File: src/rtl/as_pack.sv
// as_pack: shared widths, branch condition codes and the EX/MEM entry layout
package as_pack;
  localparam int reg_width = 64;
  typedef enum logic [2:0] {
    BR_EQ  = 3'b000,
    BR_NE  = 3'b001,
    BR_LT  = 3'b100,
    BR_GE  = 3'b101,
    BR_LTU = 3'b110,
    BR_GEU = 3'b111
  } br_cond_e;
  typedef struct packed {
    logic [reg_width-1:0] result;
    logic [4:0]           rd_addr;
    logic                 reg_we;
    logic                 br_taken;
    logic                 br_illegal;
    logic [reg_width-1:0] br_target;
  } exmem_entry_t;
endpackage

File: src/rtl/as_brcond.sv
// as_brcond: resolves a branch condition from ALU flags (C=1 means no borrow)
module as_brcond
  import as_pack::*;
(
  input  logic       zero_i,
  input  logic       nega_i,
  input  logic       carr_i,
  input  logic       over_i,
  input  logic [2:0] funct3_i,
  input  logic       is_branch_i,
  output logic       taken_o,
  output logic       illegal_o
);
  // codes 010/011 are not branch conditions; they never resolve as taken
  always_comb begin
    illegal_o = is_branch_i && (funct3_i[2:1] == 2'b01);
    taken_o = 1'b0;
    case (br_cond_e'(funct3_i))
      BR_EQ:   taken_o = is_branch_i && zero_i;
      BR_NE:   taken_o = is_branch_i && !zero_i;
      BR_LT:   taken_o = is_branch_i && (nega_i ^ over_i);
      BR_GE:   taken_o = is_branch_i && !(nega_i ^ over_i);
      BR_LTU:  taken_o = is_branch_i && !carr_i;
      BR_GEU:  taken_o = is_branch_i && carr_i;
      default: taken_o = 1'b0;
    endcase
  end
endmodule

File: src/rtl/as_exmem.sv
// as_exmem: EX/MEM pipeline register as a 2-entry skid buffer with branch resolution at capture
module as_exmem
  import as_pack::*;
(
  input  logic                 clk_i,
  input  logic                 rst_i,
  input  logic                 flush_i,
  input  logic                 in_valid_i,
  output logic                 in_ready_o,
  input  logic [reg_width-1:0] alu_result_i,
  input  logic                 alu_zero_i,
  input  logic                 alu_nega_i,
  input  logic                 alu_carr_i,
  input  logic                 alu_over_i,
  input  logic [4:0]           rd_addr_i,
  input  logic                 reg_we_i,
  input  logic                 is_branch_i,
  input  logic [2:0]           br_funct3_i,
  input  logic [reg_width-1:0] br_target_i,
  output logic                 out_valid_o,
  input  logic                 out_ready_i,
  output logic [reg_width-1:0] result_o,
  output logic [4:0]           rd_addr_o,
  output logic                 reg_we_o,
  output logic                 br_taken_o,
  output logic                 br_illegal_o,
  output logic [reg_width-1:0] br_target_o
);
  exmem_entry_t main_q, main_d, skid_q, skid_d, in_entry;
  logic main_valid_q, main_valid_d, skid_valid_q, skid_valid_d;
  logic taken, illegal, in_xfer, out_xfer;
  as_brcond u_brcond (
    .zero_i     (alu_zero_i),
    .nega_i     (alu_nega_i),
    .carr_i     (alu_carr_i),
    .over_i     (alu_over_i),
    .funct3_i   (br_funct3_i),
    .is_branch_i(is_branch_i),
    .taken_o    (taken),
    .illegal_o  (illegal)
  );
  assign in_entry = '{result: alu_result_i, rd_addr: rd_addr_i, reg_we: reg_we_i,
                      br_taken: taken, br_illegal: illegal, br_target: br_target_i};
  assign in_ready_o = !skid_valid_q;
  assign in_xfer = in_valid_i && in_ready_o && !flush_i;
  assign out_xfer = main_valid_q && out_ready_i;
  assign out_valid_o = main_valid_q;
  assign result_o = main_q.result;
  assign rd_addr_o = main_q.rd_addr;
  assign reg_we_o = main_q.reg_we;
  assign br_taken_o = main_q.br_taken;
  assign br_illegal_o = main_q.br_illegal;
  assign br_target_o = main_q.br_target;
  // refill main from skid first (older), else from input; park input in skid while main stalls
  always_comb begin
    main_d = main_q;
    skid_d = skid_q;
    main_valid_d = main_valid_q;
    skid_valid_d = skid_valid_q;
    if (flush_i) begin
      main_valid_d = 1'b0;
      skid_valid_d = 1'b0;
    end else if (out_xfer || !main_valid_q) begin
      main_valid_d = skid_valid_q || in_xfer;
      main_d = skid_valid_q ? skid_q : in_xfer ? in_entry : main_q;
      skid_valid_d = 1'b0;
    end else if (in_xfer) begin
      skid_d = in_entry;
      skid_valid_d = 1'b1;
    end
  end
  // state registers; reset clears valids and payload
  always_ff @(posedge clk_i) begin
    if (rst_i) begin
      main_q <= '0;
      skid_q <= '0;
      main_valid_q <= 1'b0;
      skid_valid_q <= 1'b0;
    end else begin
      main_q <= main_d;
      skid_q <= skid_d;
      main_valid_q <= main_valid_d;
      skid_valid_q <= skid_valid_d;
    end
  end
endmodule

File: config.mk
export PLATFORM = sky130hd
export DESIGN_NAME = as_exmem
export DESIGN_NICKNAME = d
export VERILOG_FILES = /design/src/rtl/as_pack.sv /design/src/rtl/as_brcond.sv /design/src/rtl/as_exmem.sv
export SDC_FILE = /design/constraint.sdc
export NUM_CORES = 1
export LEC_CHECK = 0
export ABC_CLOCK_PERIOD_IN_PS = 2600
export BUFFER_PORTS_ARGS = -buffer_cell sky130_fd_sc_hd__buf_2
export CORE_MARGIN = 3
export CORE_UTILIZATION = 45
export DETAILED_ROUTE_END_ITERATION = 16
export PLACE_DENSITY_LB_ADDON = 0.15
export SYNTH_ARGS = -nofsm -noshare
export SYNTH_HDL_FRONTEND = slang
export SYNTH_SLANG_ARGS = --single-unit
File: constraint.sdc
create_clock -name clk_i -period 2.6 [get_ports clk_i]
set_clock_uncertainty 0.2 [all_clocks]
set_input_delay 0.65 -clock clk_i [delete_from_list [all_inputs] [get_ports clk_i]]
set_output_delay 0.65 -clock clk_i [all_outputs]
set_load 0.02 [all_outputs]
# --- Word-level counts from Yosys, hierarchy flattened ---
# Index checks and enable logic that the tools add are counted.
totals:
  ff_bits: 274
  out_inout_bits: 138
classes:
  n_eq_ne: 6
  mux: 3
  n_bitwise: 3
  reduce_logical: 24
op_table:
  columns: ["cell", "n"]
  rows:
  - ["$mux 136", 2]
  - ["$eq 3x3->1 const B", 4]
  - ["$logic_and 1x1->1", 10]
  - ["$logic_not 1->1", 6]
  - ["$pmux 1 s6", 1]
  - ["$reduce_and 3->1", 2]
  - ["$eq 3x1->1 const B", 1]
  - ["$logic_not 3->1", 1]
  - ["$reduce_or 3->1", 1]
  - ["$eq 2x1->1 const B", 1]
  - ["$logic_or 1x1->1", 2]
  - ["$not 1->1", 2]
  - ["$reduce_bool 2->1", 1]
  - ["$reduce_or 2->1", 1]
  - ["$xor 1x1->1", 1]

# --- Logic depth before layout (Yosys ltp) ---
depth:
  ltp_word: 6
  depth_mapped: 7

# --- Modules after synthesis ---
# From an unflattened synthesis, not the netlist that was laid out.
hier_totals:
  hier_cells: 1228
  hier_area_um2: 12572.1
by_module_without_submodules:
  columns: ["module", "n_inst", "cells_each", "area_each_um2", "seq_area_each_um2"]
  rows:
  - ["as_exmem", 1, 1219, 12492.0, 5485.3]
  - ["as_brcond", 1, 9, 80.1, 0.0]

# --- Least setup slack after synthesis ---
# Ideal clock, no wire load.
synth_timing:
  path_kind: "in2reg"
  from: "in out_ready_i"
  to: "reg skid_q[100] in the netlist's numbering"
  t_arrival_ns: 1.679
  t_required_ns: 2.268
  path_slack_ns: 0.589
  cell_stages: 7
  path_buffers: 3
  cell_sequence: "nand2b_1 -> or3_1 -> buf_2 -> buf_6 -> buf_6 -> nand2_1 -> a21oi_1"
synth_via:
  elab_chain_len: 4
synth_lines:
  columns: ["item", "line_no", "text"]
  rows:
  - ["from (decl)", "as_exmem.sv:21", "input logic out_ready_i,"]
  - ["$logic_and 1x1->1", "as_exmem.sv:46", "assign out_xfer = main_valid_q && out_ready_i;"]
  - ["$logic_or 1x1->1", "as_exmem.sv:63", "end else if (out_xfer || !main_valid_q) begin"]
  - ["$not 1->1 (no line)", null, null]
  - ["$reduce_and 3->1 (no line)", null, null]
  - ["to (signal assigned)", "as_exmem.sv:81", "skid_q <= skid_d;"]
  - ["to (decl)", "as_exmem.sv:29", "exmem_entry_t main_q, main_d, skid_q, skid_d, in_entry;"]
# No other way between the ends.
# A chain may end at the register's enable or synchronous reset.

# --- Worst setup path after layout ---
layout_timing:
  from: "reg skid_valid_q"
  to: "out in_ready_o"
layout_via:
  elab_chain_len: 1
layout_lines:
  columns: ["item", "line_no", "text"]
  rows:
  - ["from (decl)", "as_exmem.sv:30", "logic main_valid_q, main_valid_d, skid_valid_q, skid_valid_d;"]
  - ["from (signal assigned)", "as_exmem.sv:83", "skid_valid_q <= skid_valid_d;"]
  - ["$logic_not 1->1", "as_exmem.sv:44", "assign in_ready_o = !skid_valid_q;"]
  - ["to (decl)", "as_exmem.sv:9", "output logic in_ready_o,"]
# No other way between the ends.

==> results_dict.tcl <==
set metrics [dict create \
    maxCapViolCount 0 \
    cp-start-kind "flop" \
    fin_cells 1789 \
    gp_congestion 0.756 \
    io_buffers 284 \
    finalPower_mw 9.53 \
    drv_slew 0 \
    fp.dieW_um 162 \
    criticalPathCategory "flop to output port" \
    synth_top_area_frac 0.500 \
    setup_total_negative_slack_ns 0 \
    grt_pass1_wl_um 43700 \
    drtAntennaViolNets 0 \
    critPathBufInv 2 \
    grt_max_degree 90 \
    rsz0062_at_grt "false" \
    layout-drive-gt1-share 0.270 \
    overflow 0 \
    p_per_area_nw_per_um2 701 \
    netlist_top_cells_area "dfxtp_1, mux2i_1, nand2_1" \
    dr_wl_met3_um 1890 \
    cts_setup_buffers 0 \
    critPathTopFamily "flip-flops" \
    antenna_found_initial 5 \
    p_leak_nw 5.10 \
    synth_warnings 0 \
    met1Wirelength_um 12300 \
    wl_per_cell_um 15.1 \
    finalSetupViolCount 0 \
    crit_fanout 5 \
    final_cell_mix "buf_2, dfxtp_1, nand2_1" \
    grt_pass1_vias 8585 \
    post-route-cell-area_um2 13600 \
    pin_count 285 \
    clockBufferDepth 3 \
    slew_headroom 0.436 \
    hold_buffers 0 \
    clkTransAtPathRegs_ns 0.06 \
    whs_ns 0.164 \
    fp.dieH_um 162 \
    syn_area_um2 11000 \
    arrival_ns 1.16 \
    clock-root-buffer "clkbuf_16" \
    place_area_um2 12600 \
    grt.total_usage 0.198 \
    clock_sinks 274 \
    hold_viol 0 \
    firstDrtPassIters 4 \
    cts_buffers 29 \
    dp.cells 1737 \
    cts_tree "done" \
    drc 0 \
    ys_seq_area_frac 0.500 \
    slowest_delay_ns 0.36 \
    area_growth_pct 23.9 \
    worstPathRequired_ns 1.75 \
    fin_nets 1596 \
    fmaxAchievable_mhz 499 \
    combPwrFrac 0.108 \
    synth_fp_nets 1364 \
    post-route-period-util 0.771 \
    ys_ff_latch 274 \
    final_common_cell "buf_2" \
    pwr-share-seq 0.467 \
    coreArea_um2 23800 \
    insertion_delay_ns 0.52 \
    ir_worst_vdd_uv 458 \
    fin_crit_ns 2.01 \
    switching_share 0.246 \
    rows 56 \
    route.met2.wl_um 12300 \
    syn_avg_cell_area_um2 9.02 \
    dp_hpwl_um 17400 \
    path_cells "inv_1 > buf_2" \
    min_path_type "input pin to flop" \
    post_cts_resized 0 \
    die-area_um2 26300 \
    status "finished clean" \
    vias 9026 \
    intPower_mw 7.19 \
    avgViaCountPerCell 5.05 \
    crit_slowest_cell "dfxtp_4" \
    synth_cells 1217 \
    initial_core_util 0.462 \
    end_kind "output port" \
    tightest_slew_ns 0.846 \
    highest_layer "met5" \
    p_switching_mw 2.34 \
    rrSetupSlack_ns 0.71 \
    drtIter0Drc 509 \
    drt_wl_total_um 27100 \
    multi_input_area_um2 4950 \
    yosysTopAreaCell "dfxtp_1" \
    fillers 2182 \
    h-tree-depth 1 \
    regArea_um2 5490 \
    synth_cell_types 26 \
    p_clk_frac 0.425 \
]
-- logic make-up (layout without fill, tap and decap cells) --
kind of cell / Yosys count / count (layout) / share of synthesized area
AND/OR/NAND/NOR: 418 / 418 / 0.146
AO/OA/AOI/OAI: 281 / 281 / 0.178
flip-flops: 274 / 274 / 0.500
multiplexers: 135 / 135 / 0.123
buffers and inverters: 108 / 359 / 0.0510
XOR/XNOR: 1 / 1 / 0.00217
other: 0 / 2 / 0
-- synth_stat cells, drive strengths merged --
master,instances
a211oi,136
a21oi,139
a2bb2oi,1
and4,1
buf,67
clkbuf,38
dfxtp,274
inv,3
mux2i,135
nand2,270
nand2b,4
nand4,1
nor2,136
nor2b,1
nor3,3
nor4,1
o211ai,1
o21ai,2
o31a,1
o41a,1
or3,1
xor3,1
-- power groups by stage --
stage	sequential, mW	clock [mW]	combinational, mW
CTS	4.45	4.16	1.04
finish	4.45	4.06	1.03
global placement	4.54	0	1.03
detailed placement	4.54	0	1.04
global route	4.47	4.34	1.13
floorplan	4.71	0	0.446
-- final cells by class --
type | instances | area share
Antenna cell | 2 | 0.000368
Clock buffer | 42 | 0.0650
Clock inverter | 8 | 0.00497
Inverter | 3 | 0.000828
Multi-Input combinational cell | 835 | 0.364
Sequential cell | 274 | 0.404
Tap cell | 319 | 0.0293
Timing Repair Buffer | 306 | 0.132
-- stage by stage --
| step | util | worst slack (ns) |
|---|---|---|
| global placement | 0.532 | 0.362 |
| finish | 0.573 | 0.595 |
| floorplan | - | 0.589 |
| detailed placement | 0.532 | 0.349 |
| CTS | 0.572 | 0.557 |
| global route | 0.573 | 0.539 |
-- path summary, 6_finish.rpt --
path | start | end | depth (start not counted)
setup / recovery | skid_valid_q | in_ready_o | 2
hold / removal | alu_result_i[14] | skid_q[86] | 3
setup reg to reg | out_valid_o | br_target_o[2] | 6
hold reg to reg | skid_q[68] | skid_q[68] | 2
-- metal layers --
metal | vias to the layer above | track usage
met2 | 225 | 0.328
li1 | 4639 | -
met5 | - | 0
met3 | 42 | 0.0518
met1 | 4114 | 0.258
met4 | 6 | 0.0512
-- sequential cells by signal (all words and copies together) (netlist names) --
name and count:
br_illegal_o 1, result_o 64, reg_we_o 1, skid_valid_q 1, skid_q 136, out_valid_o 1, br_target_o 64, br_taken_o 1
rd_addr_o 5
-- worst register-to-register path: cells and delay by family, from the launching register on --
| kind | cells | cell delay [ns] |
|---|---|---|
| flops | 1 | 0.33 |
| buf+inv | 2 | 0.49 |
| compound gates | 1 | 0.22 |
| simple gates | 3 | 0.53 |
Power figures use the tool's default switching activity.
